**src/rtl/id_ex_issue.sv**
```systemverilog
// ID/EX issue stage: holds one decoded instruction and presents ALU operands with valid/ready on both sides.
// Optional macro FWD_EN enables the EX/MEM + MEM/WB bypass network, WB snoop and load-use stall.
module id_ex_issue #(
  parameter int XLEN = 32,
  parameter int AW   = 5
) (
  input  logic            clk,
  input  logic            rst_n,
  input  logic            flush,
  input  logic            id_valid,
  output logic            id_ready,
  input  logic [XLEN-1:0] id_pc,
  input  logic [XLEN-1:0] id_rs1_data,
  input  logic [XLEN-1:0] id_rs2_data,
  input  logic [XLEN-1:0] id_imm,
  input  logic [AW-1:0]   id_rs1,
  input  logic [AW-1:0]   id_rs2,
  input  logic [AW-1:0]   id_rd,
  input  logic            id_op1_pc,
  input  logic            id_op2_imm,
  input  logic [3:0]      id_aluop,
  input  logic            mem_wen,
  input  logic            mem_load,
  input  logic [AW-1:0]   mem_rd,
  input  logic [XLEN-1:0] mem_data,
  input  logic            wb_wen,
  input  logic [AW-1:0]   wb_rd,
  input  logic [XLEN-1:0] wb_data,
  output logic            ex_valid,
  input  logic            ex_ready,
  output logic [XLEN-1:0] op1,
  output logic [XLEN-1:0] op2,
  output logic [3:0]      aluop,
  output logic [AW-1:0]   ex_rd
);

  typedef enum logic [1:0] {
    EMPTY = 2'd0,
    FULL  = 2'd1,
    STALL = 2'd2
  } state_t;

  state_t          state_r, state_nxt_s;
  logic [XLEN-1:0] pc_r, rs1_data_r, rs2_data_r, imm_r;
  logic [AW-1:0]   rs1_r, rs2_r, rd_r;
  logic            op1_pc_r, op2_imm_r;
  logic [3:0]      aluop_r;
  logic [XLEN-1:0] op1_src_s, op2_src_s;
  logic            hazard_s, capture_s, consume_s;

`ifdef FWD_EN
  function automatic logic [XLEN-1:0] bypass_f(
    input logic [AW-1:0]   rs,
    input logic [XLEN-1:0] held,
    input logic            m_wen,
    input logic            m_load,
    input logic [AW-1:0]   m_rd,
    input logic [XLEN-1:0] m_data,
    input logic            w_wen,
    input logic [AW-1:0]   w_rd,
    input logic [XLEN-1:0] w_data
  );
    if (rs == {AW{1'b0}}) begin
      return {XLEN{1'b0}};
    end else if (m_wen && !m_load && (m_rd == rs)) begin
      return m_data;
    end else if (w_wen && (w_rd == rs)) begin
      return w_data;
    end else begin
      return held;
    end
  endfunction

  assign op1_src_s = bypass_f(rs1_r, rs1_data_r, mem_wen, mem_load, mem_rd, mem_data,
                              wb_wen, wb_rd, wb_data);
  assign op2_src_s = bypass_f(rs2_r, rs2_data_r, mem_wen, mem_load, mem_rd, mem_data,
                              wb_wen, wb_rd, wb_data);
  // A load still in EX/MEM cannot be bypassed; hold the instruction until it reaches WB.
  assign hazard_s  = (state_r == FULL) && mem_load && mem_wen && (mem_rd != {AW{1'b0}}) &&
                     ((!op1_pc_r && (mem_rd == rs1_r)) || (!op2_imm_r && (mem_rd == rs2_r)));
`else
  logic unused_fwd_s;
  assign op1_src_s    = rs1_data_r;
  assign op2_src_s    = rs2_data_r;
  assign hazard_s     = 1'b0;
  assign unused_fwd_s = ^{mem_wen, mem_load, mem_rd, mem_data, wb_wen, wb_rd, wb_data,
                          rs1_r, rs2_r};
`endif

  assign ex_valid  = (state_r == FULL) && !hazard_s;
  assign id_ready  = rst_n && !flush &&
                     ((state_r == EMPTY) || ((state_r == FULL) && ex_ready && !hazard_s));
  assign capture_s = id_valid && id_ready;
  assign consume_s = ex_valid && ex_ready;
  assign op1       = op1_pc_r ? pc_r : op1_src_s;
  assign op2       = op2_imm_r ? imm_r : op2_src_s;
  assign aluop     = aluop_r;
  assign ex_rd     = rd_r;

  // Next-state logic for the hold/issue/stall controller.
  always_comb begin
    state_nxt_s = state_r;
    if (flush) begin
      state_nxt_s = EMPTY;
    end else begin
      case (state_r)
        EMPTY: begin
          if (capture_s) state_nxt_s = FULL;
          else           state_nxt_s = EMPTY;
        end
        FULL: begin
          if (hazard_s)       state_nxt_s = STALL;
          else if (consume_s) state_nxt_s = capture_s ? FULL : EMPTY;
          else                state_nxt_s = FULL;
        end
        STALL:   state_nxt_s = FULL;
        default: state_nxt_s = EMPTY;
      endcase
    end
  end

  // State register and held instruction fields, with WB snoop of the held operands.
  always_ff @(posedge clk) begin
    if (!rst_n) begin
      state_r    <= EMPTY;
      pc_r       <= {XLEN{1'b0}};
      rs1_data_r <= {XLEN{1'b0}};
      rs2_data_r <= {XLEN{1'b0}};
      imm_r      <= {XLEN{1'b0}};
      rs1_r      <= {AW{1'b0}};
      rs2_r      <= {AW{1'b0}};
      rd_r       <= {AW{1'b0}};
      op1_pc_r   <= 1'b0;
      op2_imm_r  <= 1'b0;
      aluop_r    <= 4'd0;
    end else begin
      state_r <= state_nxt_s;
      if (capture_s) begin
        pc_r       <= id_pc;
        rs1_data_r <= id_rs1_data;
        rs2_data_r <= id_rs2_data;
        imm_r      <= id_imm;
        rs1_r      <= id_rs1;
        rs2_r      <= id_rs2;
        rd_r       <= id_rd;
        op1_pc_r   <= id_op1_pc;
        op2_imm_r  <= id_op2_imm;
        aluop_r    <= id_aluop;
      end else begin
`ifdef FWD_EN
        if ((state_r != EMPTY) && wb_wen && (wb_rd == rs1_r) && (rs1_r != {AW{1'b0}})) begin
          rs1_data_r <= wb_data;
        end
        if ((state_r != EMPTY) && wb_wen && (wb_rd == rs2_r) && (rs2_r != {AW{1'b0}})) begin
          rs2_data_r <= wb_data;
        end
`endif
      end
    end
  end

endmodule

```
**config.mk**
```make
export PLATFORM = sky130hd
export DESIGN_NAME = id_ex_issue
export DESIGN_NICKNAME = d
export VERILOG_FILES = /design/src/rtl/id_ex_issue.sv
export SDC_FILE = /design/constraint.sdc
export NUM_CORES = 1
export LEC_CHECK = 0
export ABC_CLOCK_PERIOD_IN_PS = 1400
export BUFFER_PORTS_ARGS = -buffer_cell sky130_fd_sc_hd__buf_2
export CAP_MARGIN = 30
export CORE_MARGIN = 8
export CORE_UTILIZATION = 25
export DETAILED_ROUTE_END_ITERATION = 16
export HOLD_SLACK_MARGIN = 0.08
export PLACE_DENSITY = 0.49
export SETUP_SLACK_MARGIN = 0.15
export SLEW_MARGIN = 25
export SYNTH_ARGS = -nofsm -noshare
export SYNTH_HDL_FRONTEND = slang
export SYNTH_SLANG_ARGS = --single-unit
```
**constraint.sdc**
```tcl
create_clock -name clk -period 1.4 [get_ports clk]
set_clock_uncertainty 0.2 [all_clocks]
set_input_delay 0.07 -clock clk [delete_from_list [all_inputs] [get_ports clk]]
set_output_delay 0.07 -clock clk [all_outputs]
set_load 0.01 [all_outputs]
```
==> flow_summary.json <==
{
  "status": "finished with violations",
  "violations": "negative setup slack",
  "path_buf_inv": 2,
  "hp-class": "primary input to register",
  "drv_slew": 0,
  "grt_use_total": 0.1871,
  "setup_violations": 204,
  "grt_max_degree": 140,
  "fin_nets": 1340,
  "cp_num_cells": 3,
  "ir_drop_uv": 690.9,
  "dieArea_mm2": 0.02970,
  "comb_power_share": 0.206,
  "final_common_cell": "buf_2",
  "crit_family": "flip-flops",
  "syn-num-nets": 945,
  "yosysSeqAreaShare": 0.4587,
  "final_antenna_net_count": 0,
  "synth.yosys.warnings": 0,
  "placed_cell_area_mm2": 0.007562,
  "cts.sinks": 140,
  "cp_cell_sequence": "clkbuf_16 -> mux2_4 -> buf_6",
  "dpl_worst_slack_ns": -0.01413,
  "period_share": 1.290,
  "rows": 57,
  "num_vias": 7302,
  "drv_cap": 0,
  "post-route-util": 0.5131,
  "worstReg2RegStart": "state_r[0]$_SDFF_PP0_",
  "p_int_mw": 8.596,
  "clk_pin_slew_worst_paths_ns": 0.07,
  "htreeDepth": 4,
  "final_cell_mix": "154 x buf_2, 141 x dlygate4sd3_1, 139 x nand2_1, 139 x nand4_1, 137 x dfxtp_1",
  "max_stage_delay_ns": 0.46,
  "drc": 0,
  "layout-drive-gt1-share": 0.4938,
  "fin_crit_ns": 1.805,
  "worstMarginPinSlew_ns": 0.6383,
  "place_congestion": 0.7127,
  "cts_buffers": 17,
  "syn-cell-area_mm2": 0.006110,
  "power_density_mw_per_mm2": 942.4,
  "seqPwrFrac": 0.371,
  "tritoncts": "built",
  "crit_required_ns": 1.13,
  "rsz0062_at_grt": "true",
  "die_h_um": 172.3,
  "r2r_setup_slack_ns": -0.25,
  "hold_viol": 0,
  "startpoint_type": "register",
  "reg2regPathDepth": 8,
  "core_mm2": 0.02418,
  "swShare": 0.2647,
  "p_leak_nw": 5.218,
  "netlist_instances": 714,
  "io_buffer_count": 218,
  "grt_pass1_wl_um": 42710,
  "drt-pass1-iter-count": 5,
  "setup_tns_ns": -41.68,
  "wl_per_cell_um": 21.06,
  "hp-start": "id_valid",
  "max_freq_ghz": 0.5539,
  "routed_wl_um": 30460,
  "worstSetupPathType": "register to output port",
  "cp_data_arrival_time_ns": 1.54,
  "dpl.hpwl_um": 13950,
  "synth_area_per_cell_um2": 8.557,
  "min_to": "imm_r[5]$_SDFFE_PN0P_",
  "slew_headroom": 0.5745,
  "ios": 306,
  "holdWs_ns": 0.01658,
  "crit_slowest_cell": "dfxtp_4",
  "fin_ws_ns": -0.4054,
  "diodes": 0,
  "fp.dieW_um": 172.3,
  "synth.ff_latch_count": 140,
  "cts_max_path_buffers": 2,
  "grt_overflow": 0,
  "vias_per_cell": 5.050,
  "area_delta_synth_final_pct": 103.0,
  "worstHoldPathCells": 4,
  "p_sw_mw": 3.094,
  "fin_area_mm2": 0.01240,
  "reg2reg_to": "op1_src_s[9]$_SDFFE_PN0P_",
  "initialDrtViolationCount": 460,
  "antenna_found_initial": 1,
  "yosysUniqueCellTypes": 17,
  "clk_latency_ns": 0.41,
  "endpoint_kind": "output port",
  "hold_buffers": 141,
  "cp_max_fo": 6,
  "start_util": 0.2527,
  "first_global_vias": 7362,
  "cts_root_buf": "clkbuf_16",
  "clock_power_share": 0.423
}
routing by layer:
metal | GRT usage | routed length [µm]
met1 | 0.2221 | 12250
met2 | 0.3197 | 15010
met3 | 0.05365 | 2360
met4 | 0.06222 | 829
met5 | 0 | 8
per-stage QoR:
stage,std cells,power [mW]
after global routing,1446,12.09
final,1446,11.69
after floorplan,714,5.073
after CTS,1431,11.41
after global placement,1196,5.641
after detailed placement,1196,5.639
flip-flops by register name, indices dropped and copies added, names as in the netlist:
name,flops
aluop,4
ex_rd,5
imm_r,32
op1_pc_r,1
op1_src_s,32
op2_imm_r,1
op2_src_s,32
pc_r,32
state_r,1
worst max-delay path by stage:
stage,start,endpoint
detailed placement,state_r[0]$_SDFF_PP0_,imm_r[9]$_SDFFE_PN0P_
global route,op2_imm_r$_SDFFE_PN0P_,op2[7]
global placement,state_r[0]$_SDFF_PP0_,op2_src_s[6]$_SDFFE_PN0P_
floorplan,state_r[0]$_SDFF_PP0_,imm_r[10]$_SDFFE_PN0P_
CTS,op2_imm_r$_SDFFE_PN0P_,op2[24]
finish,op2_imm_r$_SDFFE_PN0P_,op2[28]
synth_stat cells:
| library cell | count | share of area |
|---|---|---|
| dfxtp_1 | 140 | 0.46 |
| nand2_1 | 139 | 0.085 |
| nand4_1 | 139 | 0.14 |
| o21ai_1 | 110 | 0.090 |
| mux2_2 | 64 | 0.12 |
| clkbuf_1 | 52 | 0.032 |
| o21ai_0 | 29 | 0.024 |
| buf_2 | 19 | 0.016 |
| buf_6 | 12 | 0.022 |
| buf_4 | 2 | 0.0025 |
| clkbuf_2 | 2 | 0.0016 |
| a21boi_0 | 1 | 0.0012 |
| and2_1 | 1 | 0.0010 |
| and3_4 | 1 | 0.0018 |
| inv_1 | 1 | 0.00061 |
| nand2b_1 | 1 | 0.0010 |
| nor2b_4 | 1 | 0.0023 |
what timing repair did:
item,4_1_cts,5_1_grt
cloned,31,10
endpoints found under the setup margin,205,206
buffers inserted,31,5
endpoints found under the hold margin,140,92
gates resized for setup,197,179
pin swaps,58,32
cell type report:
cell class / instances / area (µm²)
clock buffers: 19 / 432.9
clock inverters: 13 / 190.2
fillers: 2089 / 11770
inverters: 1 / 3.754
multi-input cells: 486 / 3591
flip-flops and latches: 140 / 2811
well taps: 324 / 405.4
repair buffers: 463 / 4970
power by group through the flow:
stage	sequential (mW)	clock [mW]	combinational, mW
CTS	4.31	5.01	2.08
detailed placement	4.40	0	1.24
finish	4.33	4.95	2.41
floorplan	4.37	0	0.700
global placement	4.39	0	1.25
global route	4.35	5.18	2.55
tightest hold or removal path: stages:
cell and delay, ns:
buf_4 0.14, buf_12 0.20, nand4_1 0.13, o21ai_2 0.05
cells by family after synthesis:
family | after synthesis | synth area share
flops | 140 | 0.4587
simple gates | 282 | 0.2339
buf+inv | 88 | 0.07434
compound gates | 140 | 0.1151
mux | 64 | 0.1180
Note: power is estimated with default switching activity, not from simulation.
